### config.mk
export PLATFORM = sky130hd
export DESIGN_NAME = lfsr_gen
export DESIGN_NICKNAME = d
export VERILOG_FILES = /design/src/rtl/lfsr_gen.sv
export SDC_FILE = /design/constraint.sdc
export NUM_CORES = 1
export LEC_CHECK = 0
export ABC_AREA = 1
export ABC_CLOCK_PERIOD_IN_PS = 1100
export CAP_MARGIN = 20
export CORE_MARGIN = 10
export CORE_UTILIZATION = 44
export DETAILED_ROUTE_END_ITERATION = 8
export PLACE_DENSITY = 0.73
export SETUP_SLACK_MARGIN = 0.15
export SLEW_MARGIN = 0
export SYNTH_ARGS = -nofsm -noshare
export SYNTH_HDL_FRONTEND = slang
export SYNTH_SLANG_ARGS = --single-unit
### constraint.sdc
create_clock -name clk_i -period 1.1 [get_ports clk_i]
set_input_delay 0.22 -clock clk_i [delete_from_list [all_inputs] [get_ports clk_i]]
set_output_delay 0.22 -clock clk_i [all_outputs]
set_load 0.01 [all_outputs]
### src/rtl/lfsr_gen.sv
// Fibonacci LFSR random word generator with a valid/ready output and a
// seed loader that substitutes SEED for the all-zero lockup state.
module lfsr_gen #(
    parameter int          WIDTH = 8,
    parameter logic [31:0] TAPS  = 32'h0000_00B8,
    parameter logic [31:0] SEED  = 32'd42,
    parameter int          OUT_W = 8
) (
    input  logic             clk_i,
    input  logic             rst_i,
    input  logic             en_i,
    input  logic             seed_load_i,
    input  logic [WIDTH-1:0] seed_i,
    output logic             rand_valid_o,
    input  logic             rand_ready_i,
    output logic [OUT_W-1:0] rand_o,
    output logic [WIDTH-1:0] state_o,
    output logic             lockup_o
);

    localparam int CW = $clog2(OUT_W + 1);

    typedef enum logic {
        FILL = 1'b0,
        HOLD = 1'b1
    } fsm_t;

    fsm_t             fsm;
    logic [WIDTH-1:0] lfsr;
    logic [WIDTH-1:0] lfsr_nxt;
    logic [OUT_W-1:0] coll;
    logic [OUT_W-1:0] coll_nxt;
    logic [CW-1:0]    cnt;
    logic             fb;
    logic             last;
    logic             seed_zero;

    assign fb        = ^(lfsr & TAPS[WIDTH-1:0]);
    assign lfsr_nxt  = {lfsr[WIDTH-2:0], fb};
    // Oldest feedback bit drifts up to the MSB of the word
    assign coll_nxt  = OUT_W'({coll, fb});
    assign last      = (cnt == CW'(OUT_W - 1));
    assign seed_zero = (seed_i == '0);
    assign state_o   = lfsr;

    always_ff @(posedge clk_i) begin
        if (rst_i) begin
            lfsr         <= SEED[WIDTH-1:0];
            coll         <= '0;
            cnt          <= '0;
            rand_o       <= '0;
            rand_valid_o <= 1'b0;
            lockup_o     <= 1'b0;
            fsm          <= FILL;
        end else begin
            lockup_o <= 1'b0;
            if (seed_load_i) begin
                lfsr         <= seed_zero ? SEED[WIDTH-1:0] : seed_i;
                lockup_o     <= seed_zero;
                coll         <= '0;
                cnt          <= '0;
                rand_valid_o <= 1'b0;
                fsm          <= FILL;
            end else begin
                unique case (fsm)
                    FILL: begin
                        if (en_i) begin
                            lfsr <= lfsr_nxt;
                            if (last) begin
                                rand_o       <= coll_nxt;
                                rand_valid_o <= 1'b1;
                                coll         <= '0;
                                cnt          <= '0;
                                fsm          <= HOLD;
                            end else begin
                                coll <= coll_nxt;
                                cnt  <= cnt + CW'(1);
                            end
                        end
                    end
                    HOLD: begin
                        if (rand_ready_i) begin
                            rand_valid_o <= 1'b0;
                            fsm          <= FILL;
                        end
                    end
                    default: fsm <= FILL;
                endcase
            end
        end
    end

endmodule

==> implementation parameters <==
Parameter                              Value

Synthesis
  Mean instance size in the synthesized netlist ... 7.20 um^2
  Number of library cell types mapped by synthesis ... 24
  Synth Net Count ... 200
  Post-synthesis compound-gate area fraction ... 0.121
  Simple-gate portion of the synthesized area ... 0.350
  Mapped cell area ... 1340 um^2
  Share of synthesized cell area in full adder, half adder and majority cells ... 0.00935
  Synth warn ... 0
  Synth Register Bits ... 30
  Post-Syn Instances ... 186
  Proportion of synthesized chip area in sequential cells ... 0.449
  Combinational family with the most area after synthesis ... simple AND/OR/NAND/NOR gates
  Mux contribution to synthesized area ... 0
  Synth Area in XOR/XNOR ... 0.00654

Pwr
  Power per Cell Area ... 981 nW/um^2
  Max VDD drop ... 880 uV
  Static Leak ... 1.06 nW
  Logic pwr share ... 0.231
  Sequential share of power ... 0.503
  Net Switching ... 0.000679 W
  Cell internal pwr ... 0.00160 W
  Switching part of the total ... 0.298
  Share of power burned in the clock network ... 0.266
  Power, Total ... 0.00228 W

Timing
  Min Hold Slack ... 0.233 ns
  Setup Skew ... 0.00915 ns
  Fin crit period ... 1.29 ns
  Tightest slew margin relative to the limit ... 0.825
  FMAX ... 0.777 GHz
  Number of pins with negative max-slew slack in the final report ... 0
  Number of hold-slack violations in the final timing report ... 0
  Worst-Margin Slew ... 0.263 ns
  Worst Setup Slack, final ... -0.187 ns
  Period utilization ... 1.17
  Setup repair after global routing missed its margin ... yes
  Final setup vio count ... 21

Setup path
  Critical path peak fanout ... 8
  Source of the worst register-to-register timing path ... cnt[1]
  Endpoint of the most critical register-to-register path ... cnt[0]
  Required time of the critical path ... 1.36 ns
  Register-to-register setup slack ... -0.19 ns
  Worst setup SP type ... flip-flop
  Nature of the critical path endpoint ... flip-flop
  Arrival time reported for the critical path endpoint ... 1.55 ns
  Number of cells on the worst reg-to-reg path ... 8
  WS Path Type ... reg2reg

Layout
  Layout cells sized above 1 ... 0.529
  FF/Latch Area ... 628 um^2
  Final-stage net count ... 271
  Footprint of the multi-input gates ... 877 um^2
  Post-route cell area ... 2320 um^2
  Fin cells ... 288
  Most frequent cells in the layout ... 40 x nand2_1, 26 x buf_6, 25 x buf_4, 21 x nor2_1, 19 x dfxtp_2
  Diode count ... 0
  Leading cell type in the layout, fill and taps excluded ... nand2_1
  Post-Route Utilization ... 0.821
  Fill cell instance count of the final layout ... 162
  Area grow syn2layout ... 73.6%

Status
  Failing checks ... setup timing
  Run status ... finished, violations left

Placement
  Count of port buffers added during placement ... 30
  Final weighted congestion in routability-driven placement ... 0.898
  Cell area reported after detailed placement ... 1890 um^2
  Post-detailed-placement half-perimeter wirelength ... 2760 um
  Placed cells ... 270

Global route
  Maximum number of pins on one net before global-route repair ... 13
  Overall overflow remaining after global route ... 0
  Via count of the first global-routing pass ... 1586
  Number of antenna violations at the first check in global routing ... 0
  Total Routing Usage GR ... 0.147
  First-pass GRT wire length ... 6480 um

Floorplan
  Count of pins on the block boundary ... 31
  Number of cell rows ... 19
  Die outline area ... 5650 um^2
  Floorplan die height ... 75.2 um
  Initial standard-cell utilization of the core ... 0.473
  Std-Cell Core Area ... 2830 um^2
  Die width ... 75.2 um

Clocking
  Number of buffers created by CTS ... 5
  Bufs on Longest Clock Path ... 2
  H-Tree Level Count ... 2
  Root buffer cell ... clkbuf_4
  Clock-pin slew of the registers on the worst-case setup and hold paths ... 0.10 ns
  TritonCTS clock tree ... built
  Clock sinks ... 30
  Clock network latency to the later pin of the worst-skew pair ... 0.33 ns

Detailed routing
  Length of the first detailed-routing pass in iterations ... 4
  Routed length per placed instance ... 16.5 um
  Number of design rule violations left after detail routing ... 0
  DR vias/cell ... 5.41
  Total via count in the routed design ... 1558
  Antenna-violating nets left ... 0
  DRT Wirelength ... 4750 um
  Iter 0 DRT Violations ... 156

Flow run
  Max Cap Violations ... 0

Worst hold path
  Worst hold stages ... 4
  Hold path endpoint ... lockup_o
  Worst min-delay path class ... in2reg
  Min-delay src ... seed_i[5]
-- how the worst max path moves through the flow --
stage,depth (start not counted),end,startpoint,slack [ns]
2_1_floorplan,6,coll[0],cnt[1],-0.07
3_3_place_gp,8,rand_o[1],en_i,-0.38
3_5_place_dp,7,state_o[2],seed_load_i,-0.44
4_1_cts,7,rand_o[4],cnt[1],-0.16
5_1_grt,7,coll[3],cnt[1],-0.24
6_report,8,cnt[0],cnt[1],-0.19
-- worst max-delay path: stages (launching register included) --
cell,delay [ns]
dfxtp_2,0.34
ha_4,0.15
nand3b_1,0.14
buf_4,0.15
inv_4,0.04
nor2_4,0.17
buf_4,0.15
nor2_2,0.03
nor2_1,0.07
-- synthesized netlist by cell type --
| master | count | area [um^2] |
|---|---|---|
| nand3_1 | 9 | 45.0 |
| dfxtp_1 | 30 | 601 |
| a211oi_1 | 1 | 7.51 |
| o21ai_0 | 15 | 75.1 |
| nand2_2 | 1 | 6.26 |
| inv_4 | 1 | 6.26 |
| a31oi_1 | 3 | 18.8 |
| inv_1 | 13 | 48.8 |
| nor3_1 | 1 | 5.00 |
| ha_1 | 1 | 12.5 |
| a21oi_1 | 11 | 55.1 |
| buf_2 | 1 | 5.00 |
| or2_2 | 1 | 6.26 |
| o21ai_1 | 1 | 5.00 |
| nor3_2 | 1 | 10.0 |
| nor2_1 | 36 | 135 |
| nand3b_1 | 1 | 7.51 |
| nand2_1 | 48 | 180 |
| buf_6 | 1 | 11.3 |
| xnor2_1 | 1 | 8.76 |
| nor2_8 | 2 | 40.0 |
| nand2_4 | 2 | 22.5 |
| inv_2 | 4 | 15.0 |
| nor2_4 | 1 | 11.3 |
-- timing repair --
item / 4_1_cts / 5_1_grt
hold buffers: 0 / 0
setup endpoints to repair: 48 / 47
pin swaps: 12 / 26
cloned: 1 / 0
gates resized for setup: 125 / 65
setup buffers: 4 / 6
-- kinds of logic (layout without fill, tap and decap cells) --
kind of cell / after synthesis / after routing
buffers and inverters: 20 / 90
xor gates and xnor gates: 1 / 1
DFF: 30 / 30
adders and majority gates: 1 / 1
AOI/OAI and AO/OA: 31 / 31
and+or+nand+nor: 103 / 104
-- power groups by stage --
stage	logic [W]	registers (W)	clock network, W
after floorplan	0.000148	0.00118	0
after global placement	0.000376	0.00116	0
after detailed placement	0.000384	0.00116	0
after CTS	0.000411	0.00114	0.000622
after global routing	0.000561	0.00115	0.000682
final	0.000527	0.00115	0.000606
-- stage by stage --
step           worst slack (ns)  TNS, ns
2_1_floorplan           -0.0691   -0.877
3_3_place_gp             -0.375    -9.99
3_5_place_dp             -0.438   -10.54
4_1_cts                  -0.161    -2.49
5_1_grt                  -0.239    -3.97
6_report                 -0.187    -2.78
-- flip-flops by register name, summed over array words and instances, names as in the netlist --
| signal | cells |
|---|---|
| cnt | 4 |
| fsm | 1 |
| rand_o | 8 |
| coll | 7 |
| rand_valid_o | 1 |
| lockup_o | 1 |
| state_o | 8 |
-- cell type report --
class / count / share of cell area
clock buffers: 5 / 0.0162
inverters: 18 / 0.0420
flip-flops and latches: 30 / 0.270
repair buffers: 65 / 0.273
well taps: 31 / 0.0167
clock inverters: 2 / 0.00431
multi-input cells: 137 / 0.377
-- layer usage --
layer | GRT usage | part of all wire | vias up
met2 | 0.262 | 0.53 | 64
met5 | 0 | 0 | -
met4 | 0.0948 | 0.021 | 0
li1 | - | - | 743
met1 | 0.138 | 0.38 | 739
met3 | 0.0591 | 0.070 | 12
No activity file was read; power rests on OpenSTA's default activity.
